$ cat config.mk
export PLATFORM = sky130hd
export DESIGN_NAME = wb_stage
export DESIGN_NICKNAME = d
export VERILOG_FILES = /design/src/rtl/wb_stage_pkg.sv /design/src/rtl/wb_stage_load_align.sv /design/src/rtl/wb_stage.sv
export SDC_FILE = /design/constraint.sdc
export NUM_CORES = 1
export LEC_CHECK = 0
export CORE_MARGIN = 3
export CORE_UTILIZATION = 46
export DETAILED_ROUTE_END_ITERATION = 8
export MAX_ROUTING_LAYER = met4
export PLACE_DENSITY = 0.88
export SLEW_MARGIN = 20
export SYNTH_ARGS = -nofsm -noshare
export SYNTH_HDL_FRONTEND = slang
export SYNTH_SLANG_ARGS = --single-unit
$ cat constraint.sdc
create_clock -name clk -period 3.3 [get_ports clk]
set_clock_uncertainty 0.2 [all_clocks]
set_input_delay 0.495 -clock clk [delete_from_list [all_inputs] [get_ports clk]]
set_output_delay 0.495 -clock clk [all_outputs]
set_load 0.03 [all_outputs]
$ cat src/rtl/wb_stage_pkg.sv
// Shared definitions for the MEM->WB stage and the load alignment helper.
// Register widths, load size encodings and writeback state encodings.
package wb_stage_pkg;

  localparam int REG_BUS_W  = 32;
  localparam int REG_ADDR_W = 5;

  typedef enum logic [1:0] {
    LD_BYTE = 2'b00,
    LD_HALF = 2'b01,
    LD_WORD = 2'b10,
    LD_RSVD = 2'b11
  } ld_size_e;

  typedef enum logic [1:0] {
    WB_IDLE    = 2'd0,
    WB_WAIT_LD = 2'd1,
    WB_DISCARD = 2'd2
  } wb_state_e;

  function automatic logic is_misaligned(input logic [1:0] size, input logic [1:0] off);
    logic w_bad;
    w_bad = 1'b0;
    case (size)
      LD_HALF: w_bad = off[0];
      LD_WORD: w_bad = (off != 2'b00);
      LD_RSVD: w_bad = 1'b1;
      default: w_bad = 1'b0;
    endcase
    return w_bad;
  endfunction

endpackage

$ cat src/rtl/wb_stage_load_align.sv
// Big-endian lane extraction and sign/zero extension of a data memory read word.
// Purely combinational; also flags size/offset combinations that cannot be served.
module load_align
  import wb_stage_pkg::*;
#(
  parameter int DATA_W = REG_BUS_W
) (
  input  logic [DATA_W-1:0] i_rdata,
  input  logic [1:0]        i_size,
  input  logic              i_sign,
  input  logic [1:0]        i_off,
  output logic [DATA_W-1:0] o_data,
  output logic              o_misalign
);

  logic [DATA_W-1:0] w_shifted;

  // Shifting left by the byte offset moves the addressed lane to the top of the word.
  always_comb begin
    w_shifted = i_rdata << {i_off, 3'b000};
    o_data    = i_rdata;
    case (i_size)
      LD_BYTE: o_data = {{(DATA_W-8){i_sign & w_shifted[DATA_W-1]}}, w_shifted[DATA_W-1 -: 8]};
      LD_HALF: o_data = {{(DATA_W-16){i_sign & w_shifted[DATA_W-1]}}, w_shifted[DATA_W-1 -: 16]};
      default: o_data = i_rdata;
    endcase
  end

  assign o_misalign = is_misaligned(i_size, i_off);

endmodule

$ cat src/rtl/wb_stage.sv
// MEM->WB stage: sole driver of the regfile write port; ALU results retire one cycle after capture,
// loads hold the pipeline via stallreq_o until the data memory responds, then write one cycle later.
module wb_stage
  import wb_stage_pkg::*;
#(
  parameter int DATA_W = REG_BUS_W,
  parameter int ADDR_W = REG_ADDR_W
) (
  input  logic              clk,
  input  logic              rst,
  input  logic              stall_i,
  input  logic              flush_i,
  input  logic              mem_we_i,
  input  logic [ADDR_W-1:0] mem_waddr_i,
  input  logic [DATA_W-1:0] mem_wdata_i,
  input  logic              mem_is_load_i,
  input  logic [1:0]        mem_ld_size_i,
  input  logic              mem_ld_sign_i,
  input  logic [1:0]        mem_ld_off_i,
  input  logic              dmem_rvalid_i,
  input  logic [DATA_W-1:0] dmem_rdata_i,
  output logic              wb_we_o,
  output logic [ADDR_W-1:0] wb_waddr_o,
  output logic [DATA_W-1:0] wb_wdata_o,
  output logic              stallreq_o,
  output logic              ld_misalign_o
);

  wb_state_e         r_state;
  wb_state_e         w_state_nxt;
  logic              w_idle;
  logic              w_capture;
  logic              w_stallreq;
  logic [1:0]        w_al_size;
  logic [1:0]        w_al_off;
  logic              w_al_sign;
  logic [DATA_W-1:0] w_ld_data;
  logic              w_misalign;

  logic [ADDR_W-1:0] r_ld_waddr;
  logic [1:0]        r_ld_size;
  logic              r_ld_sign;
  logic [1:0]        r_ld_off;
  logic              r_we;
  logic [ADDR_W-1:0] r_waddr;
  logic [DATA_W-1:0] r_wdata;
  logic              r_misalign;

  assign w_idle    = (r_state == WB_IDLE);
  assign w_capture = w_idle & ~stall_i & ~flush_i & mem_we_i;

  // One aligner serves both jobs: misalign check on the incoming load while idle,
  // lane extraction with the latched attributes while waiting.
  assign w_al_size = w_idle ? mem_ld_size_i : r_ld_size;
  assign w_al_off  = w_idle ? mem_ld_off_i  : r_ld_off;
  assign w_al_sign = w_idle ? mem_ld_sign_i : r_ld_sign;

  load_align #(.DATA_W(DATA_W)) u_load_align (
    .i_rdata    (dmem_rdata_i),
    .i_size     (w_al_size),
    .i_sign     (w_al_sign),
    .i_off      (w_al_off),
    .o_data     (w_ld_data),
    .o_misalign (w_misalign)
  );

  always_ff @(posedge clk or negedge rst) begin
    if (!rst) begin
      r_state <= WB_IDLE;
    end else begin
      r_state <= w_state_nxt;
    end
  end

  always_comb begin
    w_state_nxt = r_state;
    w_stallreq  = 1'b0;
    case (r_state)
      WB_IDLE: begin
        if (w_capture && mem_is_load_i && !w_misalign) w_state_nxt = WB_WAIT_LD;
      end
      WB_WAIT_LD: begin
        w_stallreq = ~dmem_rvalid_i;
        if (dmem_rvalid_i)  w_state_nxt = WB_IDLE;
        else if (flush_i)   w_state_nxt = WB_DISCARD;
      end
      WB_DISCARD: begin
        w_stallreq = ~dmem_rvalid_i;
        if (dmem_rvalid_i) w_state_nxt = WB_IDLE;
      end
      default: w_state_nxt = WB_IDLE;
    endcase
  end

  // Writes to r0 are swallowed here so the regfile never sees them.
  always_ff @(posedge clk or negedge rst) begin
    if (!rst) begin
      r_ld_waddr <= '0;
      r_ld_size  <= '0;
      r_ld_sign  <= 1'b0;
      r_ld_off   <= '0;
      r_we       <= 1'b0;
      r_waddr    <= '0;
      r_wdata    <= '0;
      r_misalign <= 1'b0;
    end else begin
      r_we       <= 1'b0;
      r_misalign <= 1'b0;
      if (w_capture) begin
        if (!mem_is_load_i) begin
          if (mem_waddr_i != '0) begin
            r_we    <= 1'b1;
            r_waddr <= mem_waddr_i;
            r_wdata <= mem_wdata_i;
          end
        end else if (w_misalign) begin
          r_misalign <= 1'b1;
        end else begin
          r_ld_waddr <= mem_waddr_i;
          r_ld_size  <= mem_ld_size_i;
          r_ld_sign  <= mem_ld_sign_i;
          r_ld_off   <= mem_ld_off_i;
        end
      end
      if ((r_state == WB_WAIT_LD) && dmem_rvalid_i && !flush_i && (r_ld_waddr != '0)) begin
        r_we    <= 1'b1;
        r_waddr <= r_ld_waddr;
        r_wdata <= w_ld_data;
      end
    end
  end

  assign wb_we_o       = r_we;
  assign wb_waddr_o    = r_waddr;
  assign wb_wdata_o    = r_wdata;
  assign stallreq_o    = w_stallreq;
  assign ld_misalign_o = r_misalign;

endmodule

==> results.toml <==
[synthesis]
yosysTopAreaCell = "dfrtp_1"
synth_top_area_share_pct = 36.6
synth_cells = 354
synth.avg_cell_area_sq_um = 9.84
synth-seq-area-share_pct = 36.6
synth_seq_cells = 51
synth_area_leaders = "dfrtp_1 (37%), mux2i_1 (14%), a22oi_1 (4.7%)"
ys_types = 47
synth-edff-count = 0
syn_nets = 438
synth_warnings = 0
synth-main-ff-cell = "dfrtp_1"
synthesis.area_sq_mm = 0.00348
synth-async-reset-ratio_pct = 100

[sta]
fin_crit_sh_pct = 92.6
post-route-min-period_ns = 3.06
fmax_mhz = 327
max-slew-margin-rel_pct = 34.1
rsz0062_at_grt = "false"
slew_viol_final = 0
holdWs_ns = -0.0137
setup_ws_ns = 0.244
timing.final.setup_violations = 0
worst_pin_slew_ns = 0.985
hold_violations = 16
setup_tns_ns = 0

[flow_run]
drv_cap = 0

[pwr]
p_comb_share_pct = 63.1
powerDensity_mw_per_mm2 = 935
seqPwrFrac_pct = 25.5
swShare_pct = 46.8
clockPowerShare_pct = 11.4
ir_drop_mv = 0.426
power.total_uw = 4570
switchingPower_uw = 2140
p_leak_uw = 0.00192
p_int_uw = 2430

[cells_and_area]
nets = 548
drive_gt1_share_pct = 8.17
fillers = 578
synthToLayoutAreaGrowth_pct = 40.3
post-route-util_pct = 67.0
mostFrequentLayoutCell = "clkdlybuf4s50_1"
fin_area_sq_mm = 0.00489
antenna_cells = 0
layout_common_cells = "clkdlybuf4s50_1 (119), dfrtp_1 (51), mux2i_1 (47), nor2_1 (33), a21oi_1 (28)"

[cts]
cts_tree = "done"
root_buffer = "clkbuf_8"
cts_sinks = 51
cts_setup_buffers = 0
cts_buffers = 5
path_clk_slew_ns = 0.10
clockBufferDepth = 2
cts_resized = 0
clkLatencyLatePin_ns = 0.31
ctsHoldBuffers = 0
htreeDepth = 2

[detailed_routing]
num_vias = 3413
post-route-drc-count = 0
drtIter0Drc = 285
antenna_left = 0
drt_first_pass_iters = 5
wl_mm = 10.6
routedWlPerCell_microns = 18.9
via_per_inst = 6.05

[floorplan]
core_area_sq_mm = 0.00729
fp.dieArea_sq_mm = 0.00866
row_count = 31
die_w_microns = 93.0
top_level_ports = 121
initial_core_util_pct = 47.8
die_h_microns = 93.0

[placed_design]
pre_cts_slack_ns = 0.377
gp_congestion = 0.974
dpl_cell_area_sq_mm = 0.00474
dp_hpwl_mm = 7.91
port_buffers = 120

[worst_setup_path]
start_kind = "register"
cpMaxStageDelayCell = "nor2_1"
cp.required_ns = 3.33
critPathKind = "register to register"
arrival_ns = 3.08
cp_max_fo = 16
cp-end-kind = "register"
slowest_delay_ns = 0.79
worstPathCellList = "inv_1 -> ha_1 -> mux2_2 -> nor2_1 -> a221oi_1 -> a21oi_1"

[grt]
grt_pass1_wl_mm = 17.2
grt_antenna_before_repair = 0
grt-ovfl-total = 0
track_usage_pct = 25.5
grt_pass1_vias = 3410
grt_max_degree = 29

[outcome]
status = "finished with violations"
failed_checks = "hold timing"

[worst_hold_path]
min_path_type = "input port to async pin"
## path summary, 6_finish.rpt
| kind | slack [ns] | start | endpoint | cells past startpoint |
|---|---|---|---|---|
| setup / recovery | 0.24 | r_state[0]$_DFFE_PN0P_ | wb_wdata_o[29]$_DFFE_PN0P_ | 6 |
| hold / removal | -0.01 | rst | wb_wdata_o[4]$_DFFE_PN0P_ | 1 |
| setup reg to reg | 0.24 | r_state[0]$_DFFE_PN0P_ | wb_wdata_o[29]$_DFFE_PN0P_ | 6 |
| hold reg to reg | 0.31 | r_ld_waddr[2]$_DFFE_PN0P_ | wb_waddr_o[2]$_DFFE_PN0P_ | 2 |
| max in group asynchronous | 2.16 | rst | wb_wdata_o[18]$_DFFE_PN0P_ | 2 |
| min in group clk | 0.31 | r_ld_waddr[2]$_DFFE_PN0P_ | wb_waddr_o[2]$_DFFE_PN0P_ | 2 |
## registers in the layout, summed over array words and instances (netlist names)
name	count
wb_wdata_o	32
r_ld_waddr	5
wb_waddr_o	5
r_ld_off	2
r_ld_size	2
r_state	2
ld_misalign_o	1
r_ld_sign	1
wb_we_o	1
## cell families after synthesis
family          after synthesis  synth area share, %
fa+ha+maj                     3                 1.08
simple gates                 82                 11.4
flops                        51                 36.6
mux                          59                 17.8
compound gates              122                 27.2
buf+inv                      37                 5.89
## routing by layer
| layer | wire, microns | vias up | track usage [%] |
|---|---|---|---|
| met5 | 0 | - | - |
| met4 | 320 | 0 | 9.52 |
| met3 | 739 | 32 | 4.75 |
| met2 | 5060 | 199 | 39.1 |
| met1 | 4510 | 1621 | 33.8 |
| li1 | - | 1561 | - |
## worst max-delay path: cells and delay by family (launching register included)
family	cells	cell delay (ns)
simple gates	1	0.79
fa+ha+maj	1	0.55
compound gates	2	0.40
mux	1	0.53
flops	1	0.41
buf+inv	1	0.09
## area by class of cell
type	count	area (sq um)	area share, %
multi-input cells	266	2030	41.6
clock buffers	5	68.8	1.41
inverters	8	30.0	0.614
repair buffers	132	1290	26.3
well taps	99	124	2.53
flip-flops and latches	51	1280	26.1
clock inverters	3	67.6	1.38
## stage by stage
stage,instances,hold slack [ns]
after floorplan,354,-0.000591
after global placement,556,0.272
after detailed placement,556,0.279
after CTS,564,0.0135
after global routing,564,0.0330
final,564,-0.0137
## power by group through the flow
stage	Sequential, uW	Combinational [uW]	Clock, uW
after global routing	1210	3090	550
after detailed placement	1160	2840	0
after floorplan	1570	1520	0
after global placement	1150	2760	0
final	1160	2880	522
after CTS	1160	2860	526
## cell usage after synthesis (2+ instances only)
library cell	number
a22oi_2	3
buf_1	2
buf_6	4
o221ai_1	7
a21oi_1	28
or2_2	2
mux2_1	8
mux2i_1	47
nor2_1	33
o21bai_1	8
a32oi_1	15
a221oi_1	16
buf_2	14
clkbuf_1	4
nor2b_1	3
nand2_1	17
o2bb2ai_1	7
o21ai_0	5
nand2b_1	18
dfrtp_1	51
buf_4	5
ha_1	3
inv_1	8
mux2_2	2
a22oi_1	22
Power figures use the tool's default switching activity.
